===== src/rtl/cache_types.sv =====
// cache_types: FSM states and cache geometry shared by the cache controller and datapath.
package cache_types;

    localparam int s_offset = 5;
    localparam int s_index  = 3;
    localparam int s_tag    = 32 - s_index - s_offset;
    localparam int s_line   = 256;

    typedef enum logic [1:0] {
        IDLE,
        WRITEBACK,
        FILL
    } state_t;

endpackage


===== src/rtl/cache_control.sv =====
// cache_control: miss/hit sequencing FSM for the 2-way write-back, write-allocate L1 cache.
module cache_control
    import cache_types::*;
(
    input  logic       clk,
    input  logic       rst,
    input  logic       mem_read,
    input  logic       mem_write,
    output logic       mem_resp,
    input  logic [1:0] hit,
    input  logic [1:0] valid,
    input  logic [1:0] dirty,
    input  logic       lru,
    output logic       way_sel,
    output logic       load_data,
    output logic       data_sel,
    output logic       load_tag,
    output logic       load_valid,
    output logic       load_dirty,
    output logic       dirty_in,
    output logic       load_lru,
    output logic       lru_in,
    output logic       paddr_sel,
    output logic       pmem_read,
    output logic       pmem_write,
    input  logic       pmem_resp
);

    state_t state, state_next;
    logic   req, any_hit, victim_dirty;

    assign req          = mem_read | mem_write;
    assign any_hit      = |hit;
    assign victim_dirty = valid[lru] & dirty[lru];

    always_ff @(posedge clk) begin
        state <= rst ? IDLE : state_next;
    end

    always_comb begin
        state_next = state;
        case (state)
            IDLE:      state_next = (req && !any_hit) ? (victim_dirty ? WRITEBACK : FILL) : IDLE;
            WRITEBACK: state_next = pmem_resp ? FILL : WRITEBACK;
            FILL:      state_next = pmem_resp ? IDLE : FILL;
            default:   state_next = IDLE;
        endcase
    end

    // A fill only refreshes the line; the request then completes as an ordinary hit.
    always_comb begin
        mem_resp   = 1'b0;
        way_sel    = 1'b0;
        load_data  = 1'b0;
        data_sel   = 1'b0;
        load_tag   = 1'b0;
        load_valid = 1'b0;
        load_dirty = 1'b0;
        dirty_in   = 1'b0;
        load_lru   = 1'b0;
        lru_in     = 1'b0;
        paddr_sel  = 1'b0;
        pmem_read  = 1'b0;
        pmem_write = 1'b0;
        case (state)
            IDLE: begin
                if (req && any_hit) begin
                    mem_resp   = 1'b1;
                    way_sel    = hit[1];
                    load_lru   = 1'b1;
                    lru_in     = ~hit[1];
                    load_data  = mem_write;
                    load_dirty = mem_write;
                    dirty_in   = mem_write;
                end else if (req) begin
                    way_sel = lru;
                end
            end
            WRITEBACK: begin
                way_sel    = lru;
                paddr_sel  = 1'b1;
                pmem_write = 1'b1;
            end
            FILL: begin
                way_sel    = lru;
                pmem_read  = 1'b1;
                load_data  = pmem_resp;
                data_sel   = pmem_resp;
                load_tag   = pmem_resp;
                load_valid = pmem_resp;
                load_dirty = pmem_resp;
            end
            default: ;
        endcase
    end

endmodule


===== config.mk =====
export PLATFORM = sky130hd
export DESIGN_NAME = cache_control
export DESIGN_NICKNAME = d
export VERILOG_FILES = /design/src/rtl/cache_types.sv /design/src/rtl/cache_control.sv
export SDC_FILE = /design/constraint.sdc
export NUM_CORES = 1
export LEC_CHECK = 0
export ABC_AREA = 1
export BUFFER_PORTS_ARGS = -buffer_cell sky130_fd_sc_hd__buf_2
export CORE_AREA = 3 3 40 42
export CTS_CLUSTER_SIZE = 40
export DETAILED_ROUTE_END_ITERATION = 16
export DIE_AREA = 0 0 43 45
export PLACE_DENSITY_LB_ADDON = 0.1
export SKIP_CTS_REPAIR_TIMING = 1
export SLEW_MARGIN = 20
export SYNTH_ARGS = -nofsm -noshare
export SYNTH_HDL_FRONTEND = slang
export SYNTH_SLANG_ARGS = --single-unit

===== constraint.sdc =====
create_clock -name clk -period 2.71 [get_ports clk]
set_input_delay 0.6775 -clock clk [delete_from_list [all_inputs] [get_ports clk]]
set_output_delay 0.6775 -clock clk [all_outputs]
set_load 0.005 [all_outputs]

Word-level counts from Yosys, hierarchy flattened
Cells that the tools add are included.
{"block": "totals", "reg_bits": 2, "input_bits": 12, "output_inout_bits": 13, "word_cells": 35}
{"block": "op_classes", "magnitude_cmp": 1, "n_eq_ne": 2, "muxes": 22, "n_bitwise": 3, "n_reduce_logical": 6}
{"operator": "$mux 1", "count": 15}
{"operator": "$mux 2", "count": 4}
{"operator": "$pmux 2 s3", "count": 1}
{"operator": "$pmux 1 s2", "count": 2}
{"operator": "$reduce_or 2->1", "count": 2}
{"operator": "$eq 2x1->1 const B", "count": 1}
{"operator": "$eq 2x2->1 const B", "count": 1}
{"operator": "$logic_and 1x1->1", "count": 2}
{"operator": "$logic_not 2->1", "count": 1}
{"operator": "$lt 1x2->1 const B", "count": 1}
{"operator": "$and 1x1->1", "count": 1}
{"operator": "$logic_not 1->1", "count": 1}
{"operator": "$not 1->1", "count": 1}
{"operator": "$or 1x1->1", "count": 1}

Depth between registers and ports, before layout
{"block": "depth", "ltp_word": 6, "ltp_mapped": 6, "depth_no_buf": 6}

Least setup slack after synthesis
OpenSTA, ideal clock, no wires.
{"block": "synth_path", "path_type": "input port to output port", "from": "in hit[0]", "to": "out load_dirty", "arrival_ns": 1.117, "t_required_ns": 2.033, "slack_ns": 0.915, "path_stages": 5, "path_buffers": 1, "cell_sequence": "nor2_4 -> inv_1 -> nand2_1 -> o21ai_1 -> buf_4"}
{"block": "synth_via", "elab_chain_len": 4}
{"element": "start, declared", "line": "cache_control.sv:10", "source": "input logic [1:0] hit,"}
{"element": "$reduce_or 2->1", "line": "cache_control.sv:33", "source": "assign any_hit = |hit;"}
{"element": "$logic_and 1x1->1", "line": "cache_control.sv:67", "source": "if (req && any_hit) begin"}
{"element": "$mux 1"}
{"element": "$pmux 1 s2"}
{"element": "end, declared", "line": "cache_control.sv:19", "source": "output logic load_dirty,"}
Every way passes these cells.

Worst setup path in the final report
{"block": "layout_path", "from": "reg state[0]", "to": "out way_sel"}
{"block": "layout_via", "elab_chain_len": 3, "word_cells_on_any_way": 5, "classes_between": "eq/ne (2); mux (1); reduce/logical (2)"}
{"element": "start, declared", "line": "cache_control.sv:29", "source": "state_t state, state_next;"}
{"element": "start signal, assigned", "line": "cache_control.sv:37", "source": "state <= rst ? IDLE : state_next;"}
{"element": "$eq 2x2->1 / $eq 2x1->1 (equally long branches)", "line": "cache_control.sv:65", "source": "case (state)"}
{"element": "$reduce_or 2->1 (no line)"}
{"element": "$pmux 1 s2 *", "line": "cache_control.sv:65"}
{"element": "end, declared", "line": "cache_control.sv:14", "source": "output logic way_sel,"}
Every way passes the cells marked *; elsewhere a longest branch is shown, timed or not.

==> impl_metrics.tcl <==
set metrics [dict create \
    routed_wl_um 701 \
    met3_usage 0.0319 \
    start_kind "flop" \
    ys_seq_area_frac 0.132 \
    place_area_um2 404 \
    power_per_cell_area_nw_per_um2 354 \
    syn_area_um2 303 \
    rows 13 \
    clk_pin_slew_ns 0.03 \
    start_util 0.236 \
    synth_compound_area_frac 0.0950 \
    tightest_slew_ns 0.131 \
    required_ns 2.03 \
    cpPeakStageDelay_ns 0.31 \
    synthMuxAreaShare 0 \
    htreeDepth 1 \
    grt_pass1_wl_mm 1.17 \
    drt-vias-per-instance 4.01 \
    multi_input_comb_area_um2 191 \
    synth.distinct_cells 17 \
    dpl.hpwl_um 618 \
    hold_path.class "primary input to flop" \
    cp_max_fo 3 \
    n_antenna_cell 0 \
    fin_area_um2 427 \
    portBuffers 24 \
    fin_nets 88 \
    cts-root-buf "clkbuf_4" \
    largest_register_ff_count 2 \
    worst-setup-path-type "flop to output port" \
    ys_warn_count 0 \
    yosys.area_share.adder 0.165 \
    numClockSinks 2 \
    finalSetupTns_ns 0 \
    clock_path_buffers 2 \
    synth_xor_area_frac 0 \
    synth-seq-cells 2 \
    grt-ovfl-total 0 \
    track_usage 0.0831 \
    grt.busiest_layer "met2" \
    grt_pass1_vias 326 \
    rsz0062_at_grt "false" \
    finalSetupViolations 0 \
    netlist_instances 48 \
    postRouteAntennaNets 0 \
    cp.buffers_inverters 3 \
    fin_crit_ns 2.00 \
    antenna_found_initial 0 \
    fin_cells 85 \
    fin_crit_sh 0.739 \
    synth_nets 64 \
    ff_latch_area_um2 40.0 \
    drc_errors 0 \
    grt_max_degree 5 \
    endpoint_kind "output port" \
    peakVddDrop_uv 109 \
    leakage_nw 0.263 \
    die_h_um 45 \
    dp_cells 82 \
    synth_top_family_by_area "simple AND/OR/NAND/NOR gates" \
    critPathArrivalTime_ns 1.33 \
    slew_headroom 0.912 \
    path_common_cell "inv_1" \
    dr_total_vias 341 \
    regMostFlops "state" \
    drt_iter0_markers 1 \
    core_area_um2 1280 \
    maxCapViolations 0 \
    firstDrtPassIters 2 \
    fmax_mhz 499 \
    grt_use_met2 0.129 \
    utilization 0.332 \
    top_regs "state (2)" \
    cts_tree "done" \
    drive_gt1_frac 0.486 \
    ios 25 \
    cts_buffers 3 \
    hold_viol 0 \
    drv_slew 0 \
    crit_family "flip-flops" \
    clkLatencyLatePin_ns 0.22 \
    synth.avg_cell_area_um2 6.31 \
    die_area_um2 1940 \
    synth_simple_gate_area_share 0.372 \
    die_w_um 43 \
    fill_cells 164 \
    crit_chain "inv_1 > ha_1 > inv_1 > nor2_2 > o21ai_1 > a21oi_1 > buf_2" \
    grtUsageMet1 0.0887 \
    area_delta_synth_final_pct 40.9 \
    status "finished, final reports clean" \
    routabilityCongestion 0.690 \
    cp_slowest_cell "dfxtp_1" \
    worst_clock_skew_ns 0.00285 \
    wire_per_inst_um 8.25 \
]
-- cell type report --
cell class	instances	area share
well taps	15	0.0440
inverters	9	0.0792
repair buffers	24	0.282
multi-input cells	32	0.449
flip-flops and latches	2	0.0938
clock buffers	3	0.0528
-- kinds of logic (layout without fill, tap and decap cells) --
| family | after synthesis | after routing |
|---|---|---|
| fa+ha+maj | 4 | 4 |
| flops | 2 | 2 |
| buf+inv | 14 | 36 |
| compound gates | 5 | 5 |
| simple gates | 23 | 23 |
-- through the flow --
stage | power [W] | setup slack [ns] | hold slack, ns
after floorplan | 0.0000663 | 0.915 | 0.671
after global placement | 0.0000875 | 0.789 | 0.745
after detailed placement | 0.0000876 | 0.787 | 0.721
after CTS | 0.000157 | 0.684 | 0.702
after global routing | 0.000167 | 0.563 | 0.722
final | 0.000151 | 0.707 | 0.708
-- Yosys cell counts, drive strengths merged --
| cell | count | area (um2) |
|---|---|---|
| ha | 4 | 50.1 |
| nor2 | 10 | 47.6 |
| inv | 9 | 33.8 |
| o21ai | 2 | 10.0 |
| nor3 | 1 | 5.00 |
| a21oi | 3 | 18.8 |
| nand3 | 4 | 25.0 |
| dfxtp | 2 | 40.0 |
| nand2 | 6 | 22.5 |
| buf | 5 | 37.5 |
| or2 | 2 | 12.5 |
-- layout by cell type, fill, tap and decap left out --
cell       n
nor3_1     1
nand2_1    6
a21oi_2    1
nand3_1    3
a21oi_1    2
nor2_4     1
clkbuf_4   3
or2_2      1
or2_1      1
nor2_1     8
inv_2      2
buf_2     24
nand3_2    1
nor2_2     1
inv_1      7
o21ai_1    2
ha_1       4
dfxtp_1    2
-- layer usage --
layer  share of wire  wire, um  up-vias
li1                -         -      186
met1            0.44       306      139
met2            0.46       323       16
met3            0.10        70        0
met4               0         0        0
met5               0         0        -
-- worst paths after layout --
check	slack, ns	cells after the start	endpoint	start
worst max-delay path	0.71	7	way_sel	state[0]
worst min-delay path	0.71	3	state[0]	rst
worst max register to register	1.64	6	state[0]	state[0]
worst min register to register	0.73	3	state[0]	state[1]
-- power by group --
part,internal (W),switching [W]
clock network,0.0000487,0.0000160
logic,0.0000260,0.0000280
registers,0.0000311,0.00000108
total,0.000106,0.0000450
-- worst reg2reg max path: stages, from the launching register on --
cell and delay, ns:
dfxtp_1 0.31, inv_1 0.08, ha_1 0.19, inv_1 0.08
nor2_2 0.13, nand3_1 0.10, a21oi_2 0.11
Note: power is estimated with default switching activity, not from simulation.
